File: src/rtl/stopwatch_pkg.sv
// Shared types and constants for the stopwatch controller.
package stopwatch_pkg;

    typedef enum logic [1:0] {
        ST_IDLE    = 2'd0,
        ST_RUNNING = 2'd1,
        ST_PAUSED  = 2'd2,
        ST_LAP     = 2'd3
    } sw_state_e;

    // Digit limits of the M:SS display
    localparam logic [3:0] SEC_ONES_MAX = 4'd9;
    localparam logic [3:0] SEC_TENS_MAX = 4'd5;
    localparam logic [3:0] MIN_ONES_MAX = 4'd9;

    typedef struct packed {
        logic [3:0] min_ones;
        logic [3:0] sec_tens;
        logic [3:0] sec_ones;
    } sw_time_t;

    // Advance a BCD M:SS time by one second; 9:59 wraps to 0:00
    function automatic sw_time_t time_inc(input sw_time_t t);
        sw_time_t r;
        r = t;
        if (t.sec_ones == SEC_ONES_MAX) begin
            r.sec_ones = 4'd0;
            if (t.sec_tens == SEC_TENS_MAX) begin
                r.sec_tens = 4'd0;
                if (t.min_ones == MIN_ONES_MAX) r.min_ones = 4'd0;
                else                            r.min_ones = t.min_ones + 4'd1;
            end else begin
                r.sec_tens = t.sec_tens + 4'd1;
            end
        end else begin
            r.sec_ones = t.sec_ones + 4'd1;
        end
        return r;
    endfunction

endpackage

File: src/rtl/stopwatch_tick.sv
// One-second prescaler: counts 0..TICK_DIV-1 while enabled and flags the wrap.
module stopwatch_tick #(
    parameter int unsigned TICK_DIV = 1000000
) (
    input  logic clock,
    input  logic reset,
    input  logic enable,
    input  logic clear,
    output logic tick
);
    localparam int unsigned CW = $clog2(TICK_DIV);
    localparam logic [CW-1:0] LAST = CW'(TICK_DIV - 1);

    logic [CW-1:0] cnt_q, cnt_d;

    // tick is combinational so the owner can apply it on the very wrap edge
    assign tick = enable && (cnt_q == LAST);

    // Next count: clear wins, otherwise count only when enabled
    always_comb begin
        cnt_d = cnt_q;
        if (clear)       cnt_d = '0;
        else if (tick)   cnt_d = '0;
        else if (enable) cnt_d = cnt_q + CW'(1);
    end

    // Counter register
    always_ff @(posedge clock or negedge reset) begin
        if (!reset) cnt_q <= '0;
        else        cnt_q <= cnt_d;
    end

endmodule

File: src/rtl/stopwatch_ctrl.sv
// Stopwatch control: start/pause/lap FSM, BCD live time and lap snapshot.
module stopwatch_ctrl
    import stopwatch_pkg::*;
#(
    parameter int unsigned TICK_DIV = 1000000
) (
    input  logic       clock,
    input  logic       reset,
    input  logic       btn_start,
    input  logic       btn_clear,
    input  logic       btn_lap,
    output logic [3:0] sec_ones,
    output logic [3:0] sec_tens,
    output logic [3:0] min_ones,
    output logic       running,
    output logic       lap_active,
    output logic       tick
);
    sw_state_e state_q, state_d;
    sw_time_t  live_q, live_d, snap_q, snap_d, disp_q, disp_d;
    logic      running_q, running_d, lap_q, lap_d, tick_q, tick_d;
    logic      cnt_en, clr_acc, lap_acc, pre_tick;

    // Counting follows the registered state, so a pause/lap pulse never drops a tick
    assign cnt_en = (state_q == ST_RUNNING) || (state_q == ST_LAP);

    stopwatch_tick #(.TICK_DIV(TICK_DIV)) u_tick (
        .clock  (clock),
        .reset  (reset),
        .enable (cnt_en),
        .clear  (clr_acc),
        .tick   (pre_tick)
    );

    // State register
    always_ff @(posedge clock or negedge reset) begin
        if (!reset) state_q <= ST_IDLE;
        else        state_q <= state_d;
    end

    // Next state; buttons not legal in a state are dropped before priority applies
    always_comb begin
        state_d = state_q;
        clr_acc = 1'b0;
        lap_acc = 1'b0;
        case (state_q)
            ST_IDLE: begin
                if (btn_clear)      clr_acc = 1'b1;
                else if (btn_start) state_d = ST_RUNNING;
            end
            ST_RUNNING: begin
                if (btn_start) state_d = ST_PAUSED;
                else if (btn_lap) begin
                    state_d = ST_LAP;
                    lap_acc = 1'b1;
                end
            end
            ST_PAUSED: begin
                if (btn_clear) begin
                    state_d = ST_IDLE;
                    clr_acc = 1'b1;
                end else if (btn_start) begin
                    state_d = ST_RUNNING;
                end
            end
            ST_LAP: begin
                if (btn_start)    state_d = ST_PAUSED;
                else if (btn_lap) state_d = ST_RUNNING;
            end
        endcase
    end

    // Next time, snapshot and output values; outputs are built from next state
    // so the registered display changes on the same edge as the live time
    always_comb begin
        live_d = live_q;
        if (clr_acc)       live_d = '0;
        else if (pre_tick) live_d = time_inc(live_q);
        snap_d = snap_q;
        if (clr_acc)       snap_d = '0;
        else if (lap_acc)  snap_d = live_q;
        running_d = (state_d == ST_RUNNING) || (state_d == ST_LAP);
        lap_d     = (state_d == ST_LAP);
        disp_d    = lap_d ? snap_d : live_d;
        tick_d    = pre_tick;
    end

    // Time and output registers
    always_ff @(posedge clock or negedge reset) begin
        if (!reset) begin
            live_q    <= '0;
            snap_q    <= '0;
            disp_q    <= '0;
            running_q <= 1'b0;
            lap_q     <= 1'b0;
            tick_q    <= 1'b0;
        end else begin
            live_q    <= live_d;
            snap_q    <= snap_d;
            disp_q    <= disp_d;
            running_q <= running_d;
            lap_q     <= lap_d;
            tick_q    <= tick_d;
        end
    end

    assign sec_ones   = disp_q.sec_ones;
    assign sec_tens   = disp_q.sec_tens;
    assign min_ones   = disp_q.min_ones;
    assign running    = running_q;
    assign lap_active = lap_q;
    assign tick       = tick_q;

endmodule

File: config.mk
export PLATFORM = sky130hd
export DESIGN_NAME = stopwatch_ctrl
export DESIGN_NICKNAME = d
export VERILOG_FILES = /design/src/rtl/stopwatch_pkg.sv /design/src/rtl/stopwatch_tick.sv /design/src/rtl/stopwatch_ctrl.sv
export SDC_FILE = /design/constraint.sdc
export NUM_CORES = 1
export LEC_CHECK = 0
export BUFFER_PORTS_ARGS = -buffer_cell sky130_fd_sc_hd__buf_2
export CAP_MARGIN = 25
export CORE_MARGIN = 1.5
export CORE_UTILIZATION = 60
export CTS_CLUSTER_SIZE = 14
export DETAILED_ROUTE_END_ITERATION = 8
export PLACE_DENSITY = 0.79
export SETUP_SLACK_MARGIN = 0.02
export SYNTH_ARGS = -nofsm -noshare
export SYNTH_HDL_FRONTEND = slang
export SYNTH_SLANG_ARGS = --single-unit
File: constraint.sdc
create_clock -name clock -period 2.28 [get_ports clock]
set_clock_uncertainty 0.15 [all_clocks]
set_input_delay 0.342 -clock clock [delete_from_list [all_inputs] [get_ports clock]]
set_output_delay 0.342 -clock clock [all_outputs]
set_load 0.02 [all_outputs]
# After elaboration in Yosys (flattened, before gate mapping)
# Cells that the tools add are included.
# W data, S select, Z words.
# word_totals
reg_bits	61
input_bits	5
output_inout_bits	15
wordCells	59
# op_classes
addsub	4
n_eq_ne	9
mux	26
n_reduce_logical	6
# ops
cell	count
$mux W12	5
$mux W20	3
$add A20 B1 Y20 const B	1
$eq A20 B20 Y1 const B	1
$mux W4	4
$mux W2	7
$add A4 B1 Y4 const B	3
$eq A4 B4 Y1 const B	2
$mux W8	1
$pmux W2 S4	1
$eq A2 B2 Y1 const B	3
$mux W1	5
$eq A2 B1 Y1 const B	2
$eq A4 B3 Y1 const B	1
$reduce_bool A3 Y1	1
$logic_not A2 Y1	1
$logic_or A1 B1 Y1	2
$reduce_or A2 Y1	1
$logic_and A1 B1 Y1	1

# Longest topological paths before layout
# Gate-level depths: netlist of the first run.
# logic_depth
ltp_word	7
ltp_mapped	7
mapped_depth_nobuf	7

# Modules after synthesis
# From an unflattened synthesis of the first run, not the netlist that was laid out.
# hier_totals
cells_unflattened	290
area_unflattened_um2	3004.1
# modules_own_cells
mod	n_inst	cells_per_inst	area_per_inst_um2	seq_area_each_um2
stopwatch_ctrl	1	169	1850.5	1026.0
stopwatch_tick	1	121	1153.6	500.5

# Least setup slack after synthesis of the first run
# Ideal clock, no wire load.
# synth_path
path_kind	register to register
startpoint	register u_tick.cnt_q[0]
endpoint	register live_q[10] in the netlist's numbering
setup_ps	78
arrival_ps	1816
setup_slack_ps	236
path_stages_with_launch	8
n_path_buf	1
period_less_slack_ps	2044
path_cell_list	dfrtp_1 -> ha_1 -> and4_1 -> buf_2 -> and2_2 -> nand4_4 -> or4_1 -> a21oi_1
# synth_lines
element	line	rtl
start: declaration	stopwatch_tick.sv:14	logic [CW-1:0] cnt_q, cnt_d;
start signal: assignment	stopwatch_tick.sv:30	else cnt_q <= cnt_d;
end signal: assignment	stopwatch_ctrl.sv:98	live_q <= live_d;
end: declaration	stopwatch_ctrl.sv:20	sw_time_t live_q, live_d, snap_q, snap_d, disp_q, disp_d;

==> run metrics, run 1 <==
result of the run=completed; number of rows created at floorplan=26; crit path max fanout=6; initial DRC count=~190; post-placement setup slack=0.0931 ns; required time worst endpoint=2.38 ns; final critical-path share of the clock period=a little over nine tenths; detailed-route vias per instance=~6; height of the chip=75.4 um; tightest slew margin relative to the limit=62.3%; total nets after synthesis=329; cell area after synthesis=approximately 3100 sq um; cell with the largest stage delay on the worst path=sky130_fd_sc_hd__or4_1; average instance area after synthesis=about 9.8 sq um; initial cell density of the core=62.0%; most frequent cells in the layout=61 x sky130_fd_sc_hd__dfrtp_1, 34 x sky130_fd_sc_hd__nor2_1, 29 x sky130_fd_sc_hd__nand2_1, 21 x sky130_fd_sc_hd__nand3_1; overall fraction of global-route tracks in use=26.8%; number of routed nets with antenna violations=0; antenna fix cells=0; Hold Crit Start=btn_clear; via count of the routed design=2,568; slew of the pin with the lowest slew margin=0.566 ns; clock tree from TritonCTS=done; pwr dens=626 nW/um^2; cell class contributing the biggest share of worst-path delay=simple AND/OR/NAND/NOR gates; weighted congestion at the end of routability-driven global placement=0.885; total I/O pin count=20; post-synthesis register bit count=just over 60; clock latency of the later-clocked register in the worst-skew pair=around 0.33 ns; area of the die=5680 sq um; setup repair after global routing missed its margin=no; pin count of the biggest net entering global routing=39; max-slew violation count=0; share of cells above drive strength 1=17.5%; number of H-tree levels=3; Congestion Overflow GR=0; total wire length after detailed routing=around 7000 um; Setup Total Neg Slack=0 ns; IO buf count=19; crit-path max cell delay=0.48 ns; buffer and inverter count on the worst path=0; number of nets at the end of the flow=362; placeable core region=5070 sq um; first-pass GRT wire length=11,400 um; clock transition at the registers of the reported paths=0.07 ns; EDFF count, synth=0; Mapped Cells=about 320; Setup-failing EPs final=0; Worst Setup Path Type=reg -> reg; length of the first detailed-routing pass in iterations=4; total non-filler cell area in the finished layout=3620 sq um; Hold Violations, Final=0; Min-Delay Path Class=in -> reg; worst-case register-to-register setup slack=0.12 ns; predominant post-synthesis flop cell=sky130_fd_sc_hd__dfrtp_1; Maximum Capacitance Violations=0; Area after DPL=3410 sq um; number of global-route vias before repair=2,374; sequential share of the synthesized area=48.5%; Fillers=between 300 and 400; Netlist cell types=51; average wire per cell in the routed design=16.1 um; data arrival time at the worst-slack endpoint=2.26 ns; die boundary width=75.4 um; buffers inserted during post-CTS setup optimization=0; final worst-path setup slack=between 0.1 and 0.15 ns; fraction of registers with async set/reset=100%; Critical Path End Type=flip-flop; leakage power=0.00166 uW; post-DP HPWL=4720 um; timing startpoint of the critical path=u_tick.cnt_q[0]$_DFFE_PN0P_; Peak Freq=464 MHz; worst-case vdd ir drop=435 uV; root cell of the clock tree=sky130_fd_sc_hd__clkbuf_8; Area Overhead vs Synth=15.0%; most common library cell in the layout ignoring fill and taps=sky130_fd_sc_hd__dfrtp_1; min Tclk post-route=between 2 and 2.5 ns; DRC errors left=0; Synth Warn #=0; Worst Setup Start Kind=flip-flop; number of antenna violations at the first check in global routing=0; TritonCTS buffer count=9; TritonCTS Sinks=between 60 and 70; worst path cell trace=ha_1 > and4_2 > and2_2 > nand4_4 > or4_1 > a21oi_1; CTS max path bufs=2; startpoint of the most critical register-to-register path=u_tick.cnt_q[0]$_DFFE_PN0P_
[flip-flops by register name, indices dropped and copies added, names as in the netlist]
signal,count
u_tick.cnt_q,20
running,1
lap_active,1
min_ones,4
sec_tens,4
snap_q,12
live_q,12
sec_ones,4
state_q,2
tick,1
[power by group]
| group | internal, uW | switching, uW |
|---|---|---|
| registers | 1100 | 18.1 |
| logic | 74.3 | 136 |
| clock network | 498 | 435 |
| total | 1670 | 589 |
[area by class of cell]
cell class	count	area [sq um]	area share, %
Timing Repair Buffer	38	265	7.34
Tap cell	70	87.6	2.42
Clock inverter	7	66.3	1.83
Clock buffer	9	124	3.43
Inverter	9	33.8	0.934
Sequential cell	61	1530	42.2
Multi-Input combinational cell	235	1510	41.8
[cell families (layout without fill, tap and decap cells)]
logic type | Yosys count | in the layout | share of synthesized area [%]
AO/OA/AOI/OAI | 59 | 59 | 11.3
XOR/XNOR | 7 | 7 | 1.95
adder cells (fa/ha/maj) | 3 | 3 | 1.19
buffers and inverters | 25 | 63 | 3.86
flip-flops | 61 | 61 | 48.5
multiplexers | 21 | 21 | 6.72
AND/OR/NAND/NOR | 145 | 145 | 26.4
[cell usage after synthesis (all sizes together) (2+ instances only)]
| cell | number | area [sq um] |
|---|---|---|
| dfrtp | 61 | 1530 |
| nor2 | 34 | 128 |
| nand2 | 29 | 109 |
| nand3 | 21 | 105 |
| o21ai | 21 | 105 |
| mux2i | 20 | 200 |
| a21oi | 13 | 65.1 |
| nand4 | 9 | 71.3 |
| buf | 8 | 52.6 |
| clkbuf | 8 | 35.0 |
| inv | 8 | 30.0 |
| a21o | 7 | 52.6 |
| o22ai | 7 | 43.8 |
| and4 | 6 | 52.6 |
| nor2b | 6 | 37.5 |
| nor3 | 6 | 30.0 |
| and3 | 5 | 36.3 |
| or3 | 5 | 31.3 |
| nor4 | 4 | 25.0 |
| nor4b | 4 | 50.1 |
| xor2 | 4 | 35.0 |
| and2 | 3 | 20.0 |
| ha | 3 | 37.5 |
| xnor2 | 3 | 26.3 |
| a22o | 2 | 17.5 |
| a32oi | 2 | 17.5 |
| nand2b | 2 | 12.5 |
| nand4b | 2 | 17.5 |
| nor3b | 2 | 26.3 |
| nor4bb | 2 | 20.0 |
| o31ai | 2 | 15.0 |
| or4 | 2 | 15.0 |
[stage by stage]
| stage | utilization (%) | hold slack (ns) | cells | power, uW |
|---|---|---|---|---|
| 6_report | 71.3 | 0.104 | 429 | 2260 |
| 5_1_grt | 71.3 | 0.0961 | 429 | 2350 |
| 3_5_place_dp | 67.3 | 0.212 | 412 | 1350 |
| 3_3_place_gp | 67.3 | 0.206 | 412 | 1340 |
| 4_1_cts | 71.2 | 0.0954 | 429 | 2270 |
| 2_1_floorplan | - | -0.104 | 321 | 1250 |
[timing repair]
action                                 in CTS  in global routing
gates resized for setup                     0                  1
setup endpoints to repair                   0                  1
hold buffers                                1                  0
endpoints found under the hold margin      23                  0
[routing by layer]
| layer | vias to the layer above | GRT usage, % | part of all wire [%] | wire, um |
|---|---|---|---|---|
| met4 | 0 | 9.13 | 1.3 | 88 |
| met3 | 11 | 6.48 | 3.8 | 260 |
| met5 | - | 0 | 0 | 0 |
| li1 | 1229 | - | - | - |
| met1 | 1262 | 35.4 | 45 | 3120 |
| met2 | 66 | 43.5 | 50 | 3420 |
[final timing paths]
check	endpoint	depth (start not counted)
worst max-delay path	live_q[10]$_DFF_PN0_	6
worst min-delay path	u_tick.cnt_q[13]$_DFFE_PN0P_	2
worst max register to register	live_q[10]$_DFF_PN0_	6
worst min register to register	snap_q[9]$_DFF_PN0_	2
max in group asynchronous	running$_DFF_PN0_	3
min in group asynchronous	snap_q[4]$_DFF_PN0_	2
Note: power is estimated with default switching activity, not from simulation.
==> run 2, diff against run 1 <==
--- a/config.mk
+++ b/config.mk
@@ -8,10 +8,9 @@
 export BUFFER_PORTS_ARGS = -buffer_cell sky130_fd_sc_hd__buf_2
 export CAP_MARGIN = 25
 export CORE_MARGIN = 1.5
-export CORE_UTILIZATION = 60
+export CORE_UTILIZATION = 25
 export CTS_CLUSTER_SIZE = 14
 export DETAILED_ROUTE_END_ITERATION = 8
-export PLACE_DENSITY = 0.79
 export SETUP_SLACK_MARGIN = 0.02
 export SYNTH_ARGS = -nofsm -noshare
 export SYNTH_HDL_FRONTEND = slang
==> run metrics, run 2 (synthesis gave the netlist of run 1 again) <==
antenna fix cells=0 (unchanged); Worst Setup Start Kind=flip-flop; detailed-route vias per instance=4.77 (-20%); slew of the pin with the lowest slew margin=0.417 ns (-0.149 ns); number of standard cells in the final layout excluding fillers=529 (+23%); root cell of the clock tree=sky130_fd_sc_hd__clkbuf_16; clock latency of the later-clocked register in the worst-skew pair=0.32 ns (about the same); overall fraction of global-route tracks in use=12.1% (-15 points); tightest slew margin relative to the limit=71.9% (+9.7 points); Area Overhead vs Synth=24.7%; initial DRC count=219 (+18%); Congestion Overflow GR=0 (unchanged); required time worst endpoint=2.38 ns (about the same); area of the die=13,300 sq um (+130%); Worst Setup Path Type=reg -> reg; setup repair after global routing missed its margin=no; registers with the most flip-flops=u_tick.cnt_q (20), live_q (12), snap_q (12); number of global-route vias before repair=2,470 (+4.0%); Setup-failing EPs final=0 (unchanged); DRC errors left=0 (unchanged); pwr dens=727 nW/um^2 (+16%); result of the run=completed; min Tclk post-route=2.12 ns (-0.0380 ns); buffers inserted during post-CTS setup optimization=0 (unchanged); Critical Path End Type=flip-flop; initial cell density of the core=25.9% (-36 points); Global Route met1 Usage=15.4% (-20 points); CTS max path bufs=2 (unchanged); most frequent cells in the layout=61 x sky130_fd_sc_hd__dfrtp_1, 34 x sky130_fd_sc_hd__nor2_1, 29 x sky130_fd_sc_hd__nand2_1, 21 x sky130_fd_sc_hd__nand3_1; final worst-path setup slack=0.162 ns (+0.0380 ns); IO buf count=19 (unchanged); Setup Total Neg Slack=0 ns (unchanged); Min-Delay Path Class=in -> reg; Maximum Capacitance Violations=0 (unchanged); TritonCTS Sinks=61 (unchanged); share of cells above drive strength 1=18.6% (+1.0 points); placed cell count=512 (+24%); placeable core region=12,200 sq um (+140%); height of the chip=115 um (+53%); clock transition at the registers of the reported paths=0.05 ns (-0.02 ns); Top reg by flops=u_tick.cnt_q; final critical-path share of the clock period=92.9% (-1.7 points); Fillers=1,232 (+210%); number of H-tree levels=3 (unchanged); data arrival time at the worst-slack endpoint=2.22 ns (-0.04 ns); number of routed nets with antenna violations=0 (unchanged); leakage power=0.00173 uW (+4.0%); TritonCTS buffer count=9 (unchanged); total wire length after detailed routing=7550 um (+9.6%); Hold Violations, Final=0 (unchanged); cells on worst reg2reg path=6 (unchanged); number of antenna violations at the first check in global routing=0 (unchanged); most congested layer reported by global routing=met2; most common library cell in the layout ignoring fill and taps=sky130_fd_sc_hd__dfrtp_1; total I/O pin count=20 (unchanged); Peak Freq=472 MHz (+1.8%); average wire per cell in the routed design=14.3 um (-11%); die boundary width=115 um (+53%); clock tree from TritonCTS=done; pin count of the biggest net entering global routing=62 (+59%); post-DP HPWL=5140 um (+8.8%); weighted congestion at the end of routability-driven global placement=0.825 (-6.8%); post-placement setup slack=0.109 ns (+0.0154 ns); crit path max fanout=6 (unchanged); via count of the routed design=2,525 (-1.7%); length of the first detailed-routing pass in iterations=4 (unchanged); worst-case vdd ir drop=316 uV (-27%); max-slew violation count=0 (unchanged); number of rows created at floorplan=40 (+54%); first-pass GRT wire length=12,600 um (+10%); GR Layer Usage met3=3.00% (-3.5 points); cell depth of the worst min-delay path=2 (unchanged); met2 usage in global routing=20.0% (-23 points); flip-flop count of the largest register, all copies and words added=20 (unchanged); number of nets at the end of the flow=364 (+0.55%)
run 2: timing repair:
| action | in CTS | in global routing |
|---|---|---|
| hold endpoints to repair | 61 | 0 |
| resized for setup | 0 | 3 |
| hold buffers | 1 | 0 |
| setup endpoints to repair | 0 | 4 |
run 2: report_power, final:
group,leakage [uW],switching [uW],internal [uW]
Clock,0.000154,484,1020
Combinational,0.000730,143,85.6
Sequential,0.000846,19.6,1100
run 2: metal layers:
layer	vias to the layer above	share of wire, %
met3	13	3.7
met1	1226	45
met5	-	0
li1	1228	-
met2	58	50
met4	0	1.2
run 2: final cells by class:
class | count | area, sq um | share of cell area [%]
clock inverter | 5 | 82.6 | 2.11
clock buffer | 11 | 253 | 6.45
inverter | 9 | 33.8 | 0.862
sequential | 61 | 1530 | 38.9
timing repair buffer | 40 | 293 | 7.47
tap | 168 | 210 | 5.36
multi-input combinational | 235 | 1520 | 38.8
run 2: worst paths after layout:
path	slack, ns	start	endpoint
max reg2reg	0.16	u_tick.cnt_q[0]$_DFFE_PN0P_	live_q[10]$_DFF_PN0_
max in group asynchronous	1.29	reset	u_tick.cnt_q[8]$_DFFE_PN0P_
max	0.16	u_tick.cnt_q[0]$_DFFE_PN0P_	live_q[10]$_DFF_PN0_
min reg2reg	0.36	snap_q[7]$_DFF_PN0_	snap_q[7]$_DFF_PN0_
min in group asynchronous	0.41	reset	sec_ones[1]$_DFF_PN0_
min	0.12	btn_clear	u_tick.cnt_q[13]$_DFFE_PN0P_
run 2: per-stage QoR:
stage / total power (uW) / util (%) / cell area [sq um] / hold WS [ns]
detailed placement: 1370 / 29.3 / 3560 / 0.227
finish: 2850 / 32.2 / 3920 / 0.121
global placement: 1360 / 29.3 / 3560 / 0.230
floorplan: 1250 / - / 3140 / -0.104
global route: 2950 / 32.2 / 3920 / 0.141
CTS: 2880 / 32.2 / 3910 / 0.107
run 2: critical path: stages (launching register included):
cell                      delay [ns]
sky130_fd_sc_hd__dfrtp_1        0.40
sky130_fd_sc_hd__ha_2           0.24
sky130_fd_sc_hd__and4_2         0.33
sky130_fd_sc_hd__and2_2         0.21
sky130_fd_sc_hd__nand4_4        0.10
sky130_fd_sc_hd__or4_1          0.48
sky130_fd_sc_hd__a21oi_1        0.15
